File: config.mk
export PLATFORM = sky130hd
export DESIGN_NAME = vote_deserializer
export DESIGN_NICKNAME = d
export VERILOG_FILES = /design/src/rtl/vote_deserializer.sv
export SDC_FILE = /design/constraint.sdc
export NUM_CORES = 1
export LEC_CHECK = 0
export CAP_MARGIN = 20
export CORE_ASPECT_RATIO = 0.8
export CORE_MARGIN = 10
export CORE_UTILIZATION = 55
export CTS_CLUSTER_SIZE = 20
export DETAILED_ROUTE_END_ITERATION = 7
export HOLD_SLACK_MARGIN = 0.02
export PLACE_DENSITY = 0.86
export SYNTH_ARGS = -nofsm -noshare
export SYNTH_HDL_FRONTEND = slang
export SYNTH_SLANG_ARGS = --single-unit
File: constraint.sdc
create_clock -name clk -period 3.4 [get_ports clk]
set_input_delay 0.85 -clock clk [delete_from_list [all_inputs] [get_ports clk]]
set_output_delay 0.85 -clock clk [all_outputs]
set_load 0.02 [all_outputs]
File: src/rtl/vote_deserializer.sv
// Purpose: collects voted bits from the majority stage into WIDTH-bit words, LSB first.
// Latency: word_valid rises 1 cycle after the edge that samples the last bit of a frame.
// Backpressure: a completed word is held until word_ready; bits arriving meanwhile are dropped and set overrun.
//
// Ports:
//   clk, rst             single clock, synchronous active-high reset
//   d, d_valid           voted bit and its qualifier
//   start                one-cycle pulse that begins (or restarts) a frame
//   clr_ovr              clears the sticky overrun flag (a same-cycle set wins)
//   word, word_valid     assembled word and its valid flag
//   word_ready           downstream accept
//   busy                 high whenever the collector is not idle
//   overrun              sticky: a bit arrived while a completed word was unaccepted
module vote_deserializer #(
    parameter int WIDTH = 8
) (
    input  logic             clk,
    input  logic             rst,
    input  logic             d,
    input  logic             d_valid,
    input  logic             start,
    input  logic             clr_ovr,
    output logic [WIDTH-1:0] word,
    output logic             word_valid,
    input  logic             word_ready,
    output logic             busy,
    output logic             overrun
);

    localparam int CW = $clog2(WIDTH) + 1;

    localparam logic [1:0] S_IDLE  = 2'd0;
    localparam logic [1:0] S_SHIFT = 2'd1;
    localparam logic [1:0] S_HOLD  = 2'd2;

    logic [1:0]       state;
    logic [1:0]       state_nxt;
    logic [CW-1:0]    bit_cnt;
    logic [WIDTH-1:0] sreg;
    logic [WIDTH-1:0] sreg_ins;
    logic             last_bit;
    logic             handshake;
    logic             ovr_set;

    // Shift register with the incoming bit written at position bit_cnt.
    always_comb begin
        sreg_ins = sreg;
        for (int i = 0; i < WIDTH; i++) begin
            if (bit_cnt == CW'(i)) begin
                sreg_ins[i] = d;
            end
        end
    end

    assign last_bit  = (bit_cnt == CW'(WIDTH - 1));
    assign handshake = word_valid & word_ready;
    // Only HOLD has a completed word outstanding; any bit there is lost.
    assign ovr_set   = (state == S_HOLD) & d_valid;

    always_comb begin
        state_nxt = state;
        case (state)
            S_IDLE: begin
                if (start) begin
                    state_nxt = S_SHIFT;
                end
            end
            S_SHIFT: begin
                // A restart takes precedence over a final bit in the same cycle.
                if (!start && d_valid && last_bit) begin
                    state_nxt = S_HOLD;
                end
            end
            S_HOLD: begin
                if (handshake) begin
                    state_nxt = start ? S_SHIFT : S_IDLE;
                end
            end
            default: state_nxt = S_IDLE;
        endcase
    end

    always_ff @(posedge clk) begin
        if (rst) begin
            state      <= S_IDLE;
            bit_cnt    <= '0;
            sreg       <= '0;
            word       <= '0;
            word_valid <= 1'b0;
            busy       <= 1'b0;
            overrun    <= 1'b0;
        end else begin
            state <= state_nxt;
            busy  <= (state_nxt != S_IDLE);

            if (ovr_set) begin
                overrun <= 1'b1;
            end else if (clr_ovr) begin
                overrun <= 1'b0;
            end

            case (state)
                S_IDLE: begin
                    if (start) begin
                        bit_cnt <= '0;
                        sreg    <= '0;
                    end
                end
                S_SHIFT: begin
                    if (start) begin
                        bit_cnt <= '0;
                        sreg    <= '0;
                    end else if (d_valid) begin
                        if (last_bit) begin
                            word       <= sreg_ins;
                            word_valid <= 1'b1;
                            bit_cnt    <= '0;
                            sreg       <= '0;
                        end else begin
                            sreg    <= sreg_ins;
                            bit_cnt <= bit_cnt + CW'(1);
                        end
                    end
                end
                S_HOLD: begin
                    if (handshake) begin
                        word_valid <= 1'b0;
                        bit_cnt    <= '0;
                        sreg       <= '0;
                    end
                end
                default: begin
                    word_valid <= 1'b0;
                end
            endcase
        end
    end

endmodule

==> results of run 1 <==
==> kinds of logic (layout without fill, tap and decap cells) <==
logic type	count (synthesis)	in the layout
compound gates	28	28
fa+ha+maj	4	4
simple gates	48	48
mux	14	14
flops	24	24
buf+inv	14	26
==> synthesized netlist by cell type, drive strengths merged <==
cell    instances  share of area
or3b            1         0.0094
buf             5          0.024
nor2           12          0.037
nand2b          1         0.0052
a211oi          5          0.031
ha              4          0.042
nor2b           2          0.012
dfxtp          24           0.40
nor4b           1          0.012
and4            1         0.0073
inv             5          0.016
a22oi           1         0.0062
o21ai           3          0.012
mux2            6          0.056
nor3b           5          0.035
o22a            1         0.0073
a21oi          14          0.068
o22ai           1          0.010
a31oi           1         0.0052
o31a            1         0.0073
clkbuf          4          0.012
nand3b          3          0.019
nand2          10          0.031
nand4b          2          0.015
nand3           8          0.033
a31o            1         0.0073
mux2i           8          0.067
and3            1         0.0052
and2b           1         0.0062
==> cell type report <==
cell class | instances | area (um^2) | area share
Clock inverter | 1 | 30.0 | 0.0213
Tap cell | 25 | 31.3 | 0.0221
Inverter | 5 | 18.8 | 0.0133
Sequential cell | 24 | 480 | 0.340
Clock buffer | 3 | 22.5 | 0.0159
Multi-Input combinational cell | 94 | 659 | 0.467
Timing Repair Buffer | 17 | 170 | 0.120
==> worst min-delay path: stages, from the launching register on <==
cell and delay [ns]:
dfxtp_1 0.33, nand2_1 0.05, a21oi_1 0.05
==> worst min-delay path by stage <==
stage | slack [ns] | endpoint | cells after the start
after floorplan | 0.43 | sreg[4] | 2
after global placement | 0.43 | sreg[4] | 2
after detailed placement | 0.44 | sreg[5] | 2
after CTS | 0.46 | sreg[4] | 2
after global routing | 0.50 | sreg[0] | 2
final | 0.46 | sreg[0] | 2
==> power groups by stage <==
| stage | Clock, uW | Sequential, uW | Combinational, uW |
|---|---|---|---|
| floorplan | 0 | 292 | 24.8 |
| global placement | 0 | 292 | 37.6 |
| detailed placement | 0 | 293 | 38.3 |
| CTS | 214 | 286 | 38.8 |
| global route | 222 | 287 | 42.8 |
| finish | 209 | 286 | 38.8 |
==> per-stage QoR <==
stage	total power, uW	cell area (um^2)
detailed placement	331	1360
global route	552	1410
global placement	330	1360
CTS	539	1410
finish	535	1410
floorplan	317	1200
==> sequential cells by signal (all words and copies together) (netlist names) <==
name	count
word	8
bit_cnt	4
sreg	7
busy	1
state	2
overrun	1
word_valid	1
==> layer usage <==
layer,vias to the layer above,GRT usage,share of wire
li1,491,-,-
met1,477,0.134,0.44
met2,22,0.203,0.48
met3,2,0.0540,0.076
met4,0,0.0413,0.0035
met5,-,0,0
==> layout by cell type, fill, tap and decap left out, drive strengths merged, types with 2 or more instances in the layout <==
| master | instances |
|---|---|
| nor2b | 2 |
| inv | 5 |
| a211oi | 5 |
| nor2 | 12 |
| mux2i | 8 |
| clkbuf | 3 |
| mux2 | 6 |
| o21ai | 3 |
| dfxtp | 24 |
| clkdlybuf4s50 | 17 |
| nand4b | 2 |
| nand3 | 8 |
| nand2 | 10 |
| nor3b | 5 |
| a21oi | 14 |
| ha | 4 |
| nand3b | 3 |
==> key figures, run 1 <==
CTS
  – Hold_buf cts: 0
  – CTS buffer count: 3
  – Post-cts resize count: 0
  – Clock buffer depth: 2
  – Post-CTS Setup Repair Bufs: 0
  – Clock transition at path regs: 0.13 ns
  – CTS tree: done
  – H-Tree Depth: 1
  – Clk_lat worst skew: 0.32 ns
  – CTS Sinks: 24
  – Root buf cell: clkbuf_4

Detailed routing
  – Total Routed Length: 2.54 mm
  – Via count: 992
  – Avg WL per Cell: 15.0 um
  – Post-route DRC: 0
  – Antenna Nets Post-Route: 0
  – DR vias/cell: 5.87
  – DR iter-0 viols: 85
  – First-pass DRT Iterations: 4

Setup path
  – Worst setup path endpoint: word[0]
  – R2r endpoint: word[0]
  – Internal reg-to-reg setup slack: 1.49 ns
  – Worst path slowest cell: and4_1
  – Reg2reg start: bit_cnt[2]
  – Worst Setup SP: start
  – Buffers plus inverters on the worst setup path: 1
  – CP Capture Type: register
  – WP data arrival: 2.54 ns
  – Worst path top cell family by delay: simple AND/OR/NAND/NOR gates
  – CP Depth: 5
  – Crit-path cells: clkdlybuf4s50_1 > nor3b_2 > and4_1 > mux2i_1 > nor2_1
  – Critical Path Fanout Max: 10
  – Critical path class: primary input to register
  – Worst r2r path cells: 4
  – Critical path's largest stage delay: 0.55 ns
  – Startpoint Class: primary input
  – Worst path required time: 3.59 ns

Place
  – Place WS: 0.708 ns
  – Port-buffer cells: 17
  – DP HPWL: 1.82 mm
  – Post-Place Cells: 165
  – GPL Wtd Cong: 0.793

Cells and area
  – Area grow syn2layout: 17.5%
  – Fin nets: 156
  – Share of layout cells above drive strength 1: 0.111
  – Final Util: 0.666
  – Post-Layout Cell Count: 169
  – Fillers: 171
  – Ant. Diodes: 0

Yosys
  – Post-synthesis simple-gate area fraction: 0.229
  – Flops & latches, synth: 24
  – Ys Warns: 0
  – Distinct cell type count after synthesis: 34
  – Mapped Area: 1200 um^2
  – Main combinational cell family by area after synthesis: simple AND/OR/NAND/NOR gates
  – Register area share after synthesis: 0.400
  – Synth Net Count: 143
  – Compound-gate portion of the synthesized area: 0.155
  – Synth Area in XOR/XNOR: 0
  – Post-Syn Area per Cell: 9.11 um^2
  – Syn Inst Count: 132
  – Post-synthesis mux area share: 0.123
  – Adder-cell share of the synthesized area: 0.0416

Floorplanning
  – Die ar.: 4470 um^2
  – Initial Utilization: 0.567
  – Io pins: 18
  – Die Ht: 61.8 um
  – Row count: 15
  – DIE WIDTH: 72.3 um
  – Core area: 2120 um^2

Timing
  – Worst slew margin: 0.409
  – Final min period: 2.35 ns
  – RSZ-0062 raised after global routing: no
  – Skew final: 0.00113 ns
  – Slack of the critical path: 1.05 ns
  – Final Setup Violations: 0
  – Hold Violations, Final: 0
  – FMAX: 425 MHz
  – Max Slew Vio Count: 0
  – Hold slack final: 0.463 ns
  – Period utilisation layout: 0.691
  – Total negative setup slack: 0 ns
  – Measured slew at the worst slew-check pin: 0.883 ns

Pwr
  – Seq pwr share: 0.536
  – Logic pwr share: 0.073
  – Proportion of power drawn by the clock network: 0.392
  – VDD IR max: 0.487 mV
  – Sw Pwr: 115 uW
  – Cell Pwr Density: 379 nW/um^2
  – Pleak: 0.000488 uW
  – Internal power: 420 uW
  – Switching part of the total: 0.215

Global routing
  – Number of global-route vias before repair: 983
  – Initial antenna violation count: 0
  – Gr ovfl total: 0
  – Largest net degree at the start of global routing: 26
  – GRT Total Usage: 0.121
  – First-pass GRT wire length: 4.37 mm

Worst hold path
  – Hold Crit Class: register to register
  – Worst Hold Launch: sreg[0]

Status
  – Status: finished, final reports clean

Run
  – Maxcap violations: 0
Note: power is estimated with default switching activity, not from simulation.
==> run 2: changes to the inputs <==
CORE_UTILIZATION = 52   (was 55)
PLACE_DENSITY = 0.82   (was 0.86)
clock period = 2.38 ns   (was 3.4 ns; I/O delays follow)
==> key figures, run 2 (synthesis results as in run 1) <==
Pwr
  – Sw Pwr: 163 uW
  – Total power: 764 uW
  – Proportion of power drawn by the clock network: 0.388
  – Logic pwr share: 0.077
  – Switching part of the total: 0.213
  – Pleak: 0.000506 uW
  – Cell Pwr Density: 528 nW/um^2
  – VDD IR max: 0.716 mV
  – Seq pwr share: 0.535
  – Internal power: 602 uW

Setup path
  – Reg2reg start: bit_cnt[1]
  – Worst path required time: 2.65 ns
  – CP Capture Type: register
  – WP data arrival: 2.20 ns
  – Worst r2r path cells: 5
  – Critical path class: primary input to register
  – Critical Path Fanout Max: 9
  – Startpoint Class: primary input
  – Internal reg-to-reg setup slack: 0.67 ns
  – Worst path slowest cell: clkdlybuf4s50_1
  – Critical path's largest stage delay: 0.52 ns
  – R2r endpoint: sreg[3]
  – Crit-path cells: clkdlybuf4s50_1 > or3b_4 > a21oi_4 > nor4b_2 > a31o_1

Timing
  – Skew final: 0.00588 ns
  – Final Setup Violations: 0
  – Hold Violations, Final: 0
  – Max Slew Vio Count: 0
  – Measured slew at the worst slew-check pin: 0.444 ns
  – Worst slew margin: 0.704
  – Period utilisation layout: 0.808
  – Final min period: 1.92 ns
  – FMAX: 520 MHz
  – Total negative setup slack: 0 ns
  – RSZ-0062 raised after global routing: no

Place
  – Placed instance area: 1400 um^2
  – Post-Place Cells: 168
  – GPL Wtd Cong: 0.766
  – Port-buffer cells: 17
  – DP HPWL: 1.95 mm

Cells and area
  – Fin nets: 159
  – Post-Layout Cell Count: 172
  – Top reg by flops: word
  – Final Util: 0.665
  – Max reg flops: 8
  – Top flop regs: word: 8 flops, sreg: 7 flops, bit_cnt: 4 flops
  – Most common cell after layout, fill and taps aside: dfxtp_1
  – Fillers: 173
  – Share of layout cells above drive strength 1: 0.129
  – Most frequent cells in the layout: dfxtp_1, clkdlybuf4s50_1, a21oi_1, nor2_1, nand2_1
  – Ant. Diodes: 0
  – Area grow syn2layout: 20.4%
  – Post-Layout Inst Area: 1450 um^2

CTS
  – CTS buffer count: 3
  – Clock buffer depth: 2
  – Clock transition at path regs: 0.13 ns
  – CTS Sinks: 24
  – Root buf cell: clkbuf_4
  – Post-CTS Setup Repair Bufs: 0
  – Clk_lat worst skew: 0.32 ns
  – Post-cts resize count: 0
  – H-Tree Depth: 1
  – CTS tree: done
  – Hold_buf cts: 0

Global routing
  – Gr ovfl total: 0
  – GRT Total Usage: 0.120
  – Largest net degree at the start of global routing: 15
  – Initial antenna violation count: 0
  – Number of global-route vias before repair: 956
  – First-pass GRT wire length: 4.58 mm

Worst hold path
  – Worst Hold Launch: sreg[0]
  – Hold Crit Class: register to register
  – Worst Hold Path EP: sreg[0]
  – Hold path cells: 2

Run
  – Maxcap violations: 0

Floorplanning
  – Io pins: 18
  – Die ar.: 4650 um^2
  – Row count: 15
  – Initial Utilization: 0.552
  – Die Ht: 63.0 um
  – Core area: 2180 um^2
  – DIE WIDTH: 73.8 um

Detailed routing
  – Avg WL per Cell: 15.5 um
  – DR vias/cell: 5.67
  – Total Routed Length: 2.66 mm
  – Via count: 975
  – DR iter-0 viols: 81
  – Antenna Nets Post-Route: 0
  – Post-route DRC: 0
  – First-pass DRT Iterations: 4

Status
  – Status: finished, final reports clean
[run 2: final cells by class]
| cell class | count | area [um^2] | share of cell area |
|---|---|---|---|
| sequential | 24 | 480 | 0.332 |
| clock buffer | 3 | 22.5 | 0.0156 |
| multi-input combinational | 94 | 659 | 0.455 |
| inverter | 5 | 18.8 | 0.0130 |
| timing repair buffer | 20 | 205 | 0.142 |
| clock inverter | 1 | 30.0 | 0.0207 |
| tap | 25 | 31.3 | 0.0216 |
[run 2: how the worst max path moves through the flow]
stage | startpoint | end | slack [ns] | cells past startpoint
finish | start | sreg[6] | 0.46 | 5
detailed placement | start | sreg[6] | 0.15 | 5
CTS | word_valid | word_valid | 0.45 | 1
global placement | start | sreg[6] | 0.19 | 5
floorplan | start | sreg[6] | 0.81 | 4
global route | word_valid | word_valid | 0.39 | 1
[run 2: per-stage QoR]
step / hold WS (ns) / setup slack [ns]
floorplan: 0.428 / 0.809
global placement: 0.437 / 0.186
detailed placement: 0.443 / 0.148
CTS: 0.462 / 0.453
global route: 0.492 / 0.393
finish: 0.461 / 0.456
[run 2: critical path, delay by kind of cell]
kind / cells / cell delay, ns
compound gates: 2 / 0.37
buf+inv: 1 / 0.52
simple gates: 2 / 0.72
[run 2: power by group through the flow]
stage / clock network (uW) / registers, uW / logic [uW]
after floorplan: 0 / 417 / 35.4
after global placement: 0 / 418 / 56.2
after detailed placement: 0 / 418 / 57.6
after CTS: 301 / 409 / 58.3
after global routing: 316 / 410 / 63.8
final: 297 / 409 / 58.6
[run 2: metal layers]
layer	global-route usage	part of all wire	up-vias
met5	0	0	-
met4	0.0279	0.0090	0
met3	0.0587	0.071	2
met2	0.190	0.49	20
met1	0.139	0.43	460
li1	-	-	493
